===== src/rtl/alu_mc.sv =====
// Multi-cycle bit-serial ALU: ADD/NAND with operand/result inversion, SLICE bits per cycle, LSB first.
// Optional build macro ALU_MC_ARITH_FLAGS_EN enables the carry/overflow flag logic (tied to 0 otherwise).
module alu_mc #(
  parameter int WIDTH = 16,
  parameter int SLICE = 4
) (
  input  logic             clk,
  input  logic             reset,
  input  logic             in_valid,
  output logic             in_ready,
  input  logic [WIDTH-1:0] in1,
  input  logic [WIDTH-1:0] in2,
  input  logic [3:0]       opCode,
  output logic [WIDTH-1:0] out,
  output logic             out_valid,
  input  logic             out_ready,
  output logic             negative,
  output logic             zero,
  output logic             carry,
  output logic             overflow
);

  localparam int NSL = WIDTH / SLICE;
  localparam int CW  = (NSL > 1) ? $clog2(NSL) : 1;

  localparam logic [1:0] ST_IDLE = 2'd0;
  localparam logic [1:0] ST_BUSY = 2'd1;
  localparam logic [1:0] ST_DONE = 2'd2;

  logic [1:0]       state;
  logic [CW-1:0]    cnt;
  logic             cy;
  logic [3:0]       op_q;
  logic [WIDTH-1:0] a_q;
  logic [WIDTH-1:0] b_q;
  logic [WIDTH-1:0] acc;

  logic [SLICE-1:0] sa;
  logic [SLICE-1:0] sb;
  logic [SLICE:0]   sum;
  logic [SLICE-1:0] r;
  logic [SLICE-1:0] rs;
  logic             cout;
  logic             last;
  logic [WIDTH-1:0] acc_n;

  // Slice datapath: operands are shifted right each cycle, so the active slice is always bits [SLICE-1:0]
  always_comb begin
    sa    = a_q[SLICE-1:0] ^ {SLICE{op_q[3]}};
    sb    = b_q[SLICE-1:0] ^ {SLICE{op_q[2]}};
    sum   = {1'b0, sa} + {1'b0, sb} + {{SLICE{1'b0}}, cy};
    r     = op_q[1] ? ~(sa & sb) : sum[SLICE-1:0];
    rs    = r ^ {SLICE{op_q[0]}};
    cout  = ~op_q[1] & sum[SLICE];
    last  = (cnt == CW'(NSL - 1));
    acc_n = (acc >> SLICE) | (WIDTH'(rs) << (WIDTH - SLICE));
  end

  assign in_ready  = (state == ST_IDLE);
  assign out_valid = (state == ST_DONE);

  // Control path and committed result; the result only moves on the final slice
  always_ff @(posedge clk) begin
    if (reset) begin
      state    <= ST_IDLE;
      cnt      <= '0;
      cy       <= 1'b0;
      out      <= '0;
      negative <= 1'b0;
      zero     <= 1'b1;
    end else begin
      case (state)
        ST_IDLE: begin
          if (in_valid) begin
            cnt   <= '0;
            cy    <= 1'b0;
            state <= ST_BUSY;
          end
        end
        ST_BUSY: begin
          cy  <= cout;
          cnt <= cnt + 1'b1;
          if (last) begin
            state    <= ST_DONE;
            out      <= acc_n;
            negative <= acc_n[WIDTH-1];
            zero     <= (acc_n == '0);
          end
        end
        ST_DONE: begin
          if (out_ready) state <= ST_IDLE;
        end
        default: state <= ST_IDLE;
      endcase
    end
  end

  // Operand/accumulator registers carry no reset; the control path decides when they matter
  always_ff @(posedge clk) begin
    if (state == ST_IDLE && in_valid) begin
      a_q  <= in1;
      b_q  <= in2;
      op_q <= opCode;
    end else if (state == ST_BUSY) begin
      a_q <= a_q >> SLICE;
      b_q <= b_q >> SLICE;
      acc <= acc_n;
    end
  end

`ifdef ALU_MC_ARITH_FLAGS_EN
  logic carry_q;
  logic ovf_q;
  logic ovf_s;

  // Signed overflow judged on the pre-inversion sum of the MSB slice
  assign ovf_s = ~op_q[1] & (sa[SLICE-1] == sb[SLICE-1]) & (sum[SLICE-1] != sa[SLICE-1]);

  always_ff @(posedge clk) begin
    if (reset) begin
      carry_q <= 1'b0;
      ovf_q   <= 1'b0;
    end else if (state == ST_BUSY && last) begin
      carry_q <= cout;
      ovf_q   <= ovf_s;
    end
  end

  assign carry    = carry_q;
  assign overflow = ovf_q;
`else
  assign carry    = 1'b0;
  assign overflow = 1'b0;
`endif

endmodule


===== config.mk =====
export PLATFORM = sky130hd
export DESIGN_NAME = alu_mc
export DESIGN_NICKNAME = d
export VERILOG_FILES = /design/src/rtl/alu_mc.sv
export SDC_FILE = /design/constraint.sdc
export NUM_CORES = 1
export LEC_CHECK = 0
export BUFFER_PORTS_ARGS = -buffer_cell sky130_fd_sc_hd__buf_2
export CELL_PAD_IN_SITES_DETAIL_PLACEMENT = 1
export CELL_PAD_IN_SITES_GLOBAL_PLACEMENT = 2
export CORE_UTILIZATION = 36
export CTS_BUF_LIST = sky130_fd_sc_hd__clkbuf_4
export DETAILED_ROUTE_END_ITERATION = 8
export HOLD_SLACK_MARGIN = 0.1
export PLACE_DENSITY = 0.93
export SETUP_SLACK_MARGIN = 0.2
export SYNTH_ARGS = -nofsm -noshare
export SYNTH_HDL_FRONTEND = slang
export SYNTH_SLANG_ARGS = --single-unit

===== constraint.sdc =====
create_clock -name clk -period 3.4 [get_ports clk]
set_input_delay 0.34 -clock clk [delete_from_list [all_inputs] [get_ports clk]]
set_output_delay 0.34 -clock clk [all_outputs]
set_load 0.005 [all_outputs]

Word level (Yosys, flattened, before mapping)
Cells that the tools add are included.

storage, ports and cells
  output and inout bits = 22
  input port bits = 40
  bits in registers = 75
  logic and storage cells = 50
  memory bits (read-only) = 0
  memories kept = 0
  latch bits = 0
  RAM bits = 0

operators by class
  order comparisons = 0
  equality and inequality tests = 6
  reductions and logical operators = 9
  divide/modulo/power cells = 0
  shift-type cells = 0
  muxes and demuxes = 13
  add/subtract/negate cells = 3
  bitwise logic cells = 9
  $mul = 0

operators with widths
  operator             number
  $mux 16              4
  $logic_not 16->1     1
  $or 12x16->16        1
  $xor 4x4->4          3
  $mux 2               4
  $pmux 2 s3           1
  $reduce_and 2->1     3
  $add 4x4->5          1
  $add 5x1->5          1
  $and 4x4->4          1
  $eq 2x2->1 const B   2
  $mux 4               1
  $ne 2x2->1 const B   2
  $not 4->4            1
  $pmux 2 s2           1
  $reduce_bool 2->1    2
  $reduce_and 3->1     1
  $add 2x1->2 const B  1
  $eq 2x1->1 const B   1
  $logic_not 2->1      1
  $ne 2x1->1 const B   1
  $not 1->1            2
  $pmux 1 s2           1
  $and 1x1->1          1
  other kinds (2)      2

Depth between registers and ports, before layout
  word-level depth = 7
  mapped depth = 10
  mapped depth without buffers = 10

Least setup slack after synthesis
Ideal clock, no wire load.

  path type = register to register
  start = register op_q[2]
  end = register zero
  buffers on the path = 0
  required time = 3,331 ps
  setup slack = 826 ps
  cell stages (with the launch flop) = 11
  clock period less this slack = 2,574 ps
  library setup time = 69 ps
  arrival time = 2,505 ps
  cell sequence = edfxtp_1 > xor2_1 > inv_1 > fa_1 > inv_1 > fa_1 > or3b_1 > a21oi_1 > a21oi_1 > or3_1 > o21ai_1

on the way
  longest elaborated chain between the ends = 7
  elaborated cells on any way between the ends = 9
  classes of those cells = add/sub: 2; mux: 1; bitwise: 5; reduce/logical: 1

ends and longest elaborated chain
  item                                               RTL line  text
  start: declaration                                 33        logic [3:0] op_q;
  start signal: assignment                           103       op_q <= opCode;
  $xor 4x4->4 *                                      50        sb = b_q[SLICE-1:0] ^ {SLICE{op_q[2]}};
  $add 4x4->5 / $and 4x4->4 (equally long branches)  51, 52
  $add 5x1->5 / $not 4->4 (equally long branches)    51, 52
  $mux 4 *                                           52        r = op_q[1] ? ~(sa & sb) : sum[SLICE-1:0];
  $xor 4x4->4 *                                      53        rs = r ^ {SLICE{op_q[0]}};
  $or 12x16->16 *                                    56        acc_n = (acc >> SLICE) | (WIDTH'(rs) << (WIDTH - SLICE));
  $logic_not 16->1 *                                 87        zero <= (acc_n == '0);
  end signal: assignment                             87
  end: declaration                                   18        output logic zero,

Mark *: on every way between the ends. The rest lies on a longest branch, timed or not.
A chain may end at the register's enable or synchronous reset.

Worst setup path after layout
Same ends and word-level chain as after synthesis.

==> run_results.csv <==
group,metric,value,unit
timing,setup_tns,0,ns
global_route,grt_pass1_wl,10.81,mm
detailed_routing,wirelength,6.289,mm
logic_synthesis,yosysUniqueCellTypes,44,
final_layout,antennaDiodeCount,0,
logic_synthesis,syn_area_per_cell,10.55,sq um
timing,slew_viol_final,0,
logic_synthesis,synth.largest_area_cell,"edfxtp_1",
setup_path,critPathArrivalTime,3.18,ns
logic_synthesis,yosysTopAreaCellShare,46.64,%
floorplanning,core.rowCount,33,
placed_design,pre_cts_slack,0.5996,ns
global_route,grt_max_degree,33,
timing,setup_violations,0,
status,status,"finished, final reports clean",
logic_synthesis,ys.flop_type,"edfxtp_1",
floorplanning,die_y,94.66,um
clocking,clock_sinks,70,
floorplanning,dieArea,8960,sq um
logic_synthesis,ys_ff_latch,70,
placed_design,hpwl,4.453,mm
placed_design,place.gp.congestion,0.7319,
timing,grt_setup_unrepaired,"false",
logic_synthesis,synth.area.top_cells,"edfxtp_1, dfxtp_1, nand2_1",
setup_path,cp_max_fo,4,
clocking,clkTransAtPathRegs,0.13,ns
clocking,clock_latency,0.42,ns
floorplanning,io_pins,62,
logic_synthesis,yosysSeqAreaShare,60.89,%
final_layout,area_delta_synth_final,15.99,%
detailed_routing,via_per_inst,4.758,
clocking,cts_buffers,9,
setup_path,max_stage_delay,0.49,ns
timing,hold_violations,0,
final_layout,drive_gt1_share,23.55,%
detailed_routing,drc,0,
placed_design,portBuffers,59,
detailed_routing,drtIter0Drc,68,
floorplanning,start_util,37.42,%
final_layout,layout.nets,403,
logic_synthesis,netlist_area,3090,sq um
logic_synthesis,synthCells,293,
power_and_ir_drop,leakagePower,1.540,nW
logic_synthesis,ys_warn_count,0,
global_route,grt_pass1_vias,2350,
setup_path,criticalPathCategory,"reg2reg",
logic_synthesis,synth_most_common_cell,"nand2_1",
worst_hold_path,hp-class,"in2reg",
clocking,cts_resized,0,
timing,fin_crit_sh,82.60,%
timing,fmax,356.1,MHz
timing,fin_skew,0.01977,ns
global_route,grt-ovfl-total,0,
clocking,cts_setup_buffers,0,
setup_path,cp-start-kind,"flip-flop",
setup_path,cp_data_required_time,3.77,ns
floorplanning,core,8258,sq um
detailed_routing,routedWlPerCell,13.50,um
power_and_ir_drop,irDropWorstVdd,155.0,uV
setup_path,end_kind,"flip-flop",
timing,finalWorstSetupSlack,0.5917,ns
setup_path,crit_chain,"xor2_1 > inv_1 > fa_1 > inv_1 > fa_1 > or3b_1 > a21oi_1 > a21oi_1 > or3_1 > o21ai_1",
power_and_ir_drop,cellPowerDensity,508.1,nW/um^2
logic_synthesis,async_flop_share,0,%
global_route,grt_use_total,16.25,%
clocking,root_buffer,"clkbuf_4",
final_layout,final_core_util,43.41,%
clocking,cts_buffer_depth,2,
clocking,htree_levels,3,
logic_synthesis,synth-edff-count,48,
clocking,cts_tree,"yes",
detailed_routing,drt-pass1-iter-count,4,
logic_synthesis,yosys-top-cells-count,"nand2_1, edfxtp_1, dfxtp_1",
detailed_routing,vias,2217,
floorplanning,fp.dieW,94.66,um
global_route,antenna_found_initial,0,
timing,slew-limit-headroom,43.70,%
final_layout,fillers,951,
timing,worst_pin_slew,0.8393,ns
timing,min_period,2.808,ns
run,drv_cap,0,
setup_path,slowest_stage,"edfxtp_1",
detailed_routing,ant_nets,0,
[state kept, by name (all words and copies together), names as in the netlist]
signal,flops
out,16
cy,1
a_q,16
cnt,2
acc,12
b_q,16
state,2
zero,1
op_q,4
[worst paths after layout]
kind,slack (ns),from,cells after the start,end
setup / recovery,0.59,op_q[2],10,zero
hold / removal,0.17,in2[1],3,b_q[1]
setup reg to reg,0.59,op_q[2],10,zero
hold reg to reg,0.46,out[0],2,out[0]
[critical path, delay by kind of cell, from the launching register on]
kind	cells	cell delay, ns
DFF	1	0.49
adders and majority gates	2	0.85
and+or+nand+nor	2	0.69
buffers and inverters	2	0.18
AOI/OAI and AO/OA	3	0.31
xor gates and xnor gates	1	0.24
[per-stage QoR]
step | hold slack, ns | total power, W | instances | area [sq um]
floorplan | 0.4193 | 0.001286 | 294 | 3094
global placement | 0.4385 | 0.001356 | 446 | 3432
detailed placement | 0.4479 | 0.001379 | 446 | 3432
CTS | 0.1552 | 0.001841 | 466 | 3585
global route | 0.1377 | 0.001931 | 466 | 3585
finish | 0.1727 | 0.001821 | 466 | 3585
[placed cells by master, fill, tap and decap left out, types with 2 or more instances in the layout]
cell / instances
nor2b_1: 3
clkbuf_4: 10
fa_1: 2
nor3_1: 3
dlygate4sd3_1: 4
edfxtp_1: 48
buf_4: 2
nor2_1: 11
dfxtp_1: 22
clkinv_2: 3
conb_1: 2
or3b_1: 2
xnor2_1: 5
ha_1: 5
nand2b_1: 2
a31oi_1: 2
nand4_1: 2
and3_1: 8
xor2_1: 8
nand3_1: 2
nor4_1: 3
buf_2: 59
mux2i_1: 2
nand2_1: 104
inv_1: 7
a21oi_1: 19
[cell type report]
| class | instances | area [sq um] | share of cell area, % |
|---|---|---|---|
| clock inverters | 6 | 37.54 | 1.047 |
| flip-flops and latches | 70 | 1882 | 52.50 |
| inverters | 9 | 33.78 | 0.9424 |
| well taps | 105 | 131.4 | 3.665 |
| multi-input cells | 201 | 1075 | 29.98 |
| repair buffers | 65 | 350.3 | 9.773 |
| clock buffers | 10 | 75.07 | 2.094 |
[kinds of logic after synthesis]
group	after synthesis	synth area share [%]
xor gates and xnor gates	13	3.684
adders and majority gates	7	3.320
DFF	70	60.89
and+or+nand+nor	148	21.26
other	1	0.1213
buffers and inverters	23	4.453
AOI/OAI and AO/OA	28	5.263
muxes	3	1.012
[power breakdown]
| group | internal (W) | switching, W | leakage [nW] |
|---|---|---|---|
| Clock | 0.000156 | 0.000309 | 0.0665 |
| Combinational | 0.000132 | 0.000177 | 0.821 |
| Sequential | 0.00101 | 0.0000379 | 0.653 |
| Total | 0.00130 | 0.000524 | 1.54 |
[per-layer routing]
| metal | vias up | global-route usage (%) | routed length, um | part of all wire [%] |
|---|---|---|---|---|
| met5 | - | 0 | 0 | 0 |
| met4 | 0 | 6.944 | 139 | 2.2 |
| met3 | 13 | 5.556 | 286 | 4.5 |
| met2 | 52 | 27.58 | 3142 | 50 |
| met1 | 1044 | 18.55 | 2720 | 43 |
| li1 | 1108 | - | - | - |
[repair_timing]
item | 4_1_cts | 5_1_grt
hold buffers | 4 | 0
hold endpoints to repair | 4 | 0
endpoints found under the setup margin | 0 | 0
No activity file was read; power rests on OpenSTA's default activity.
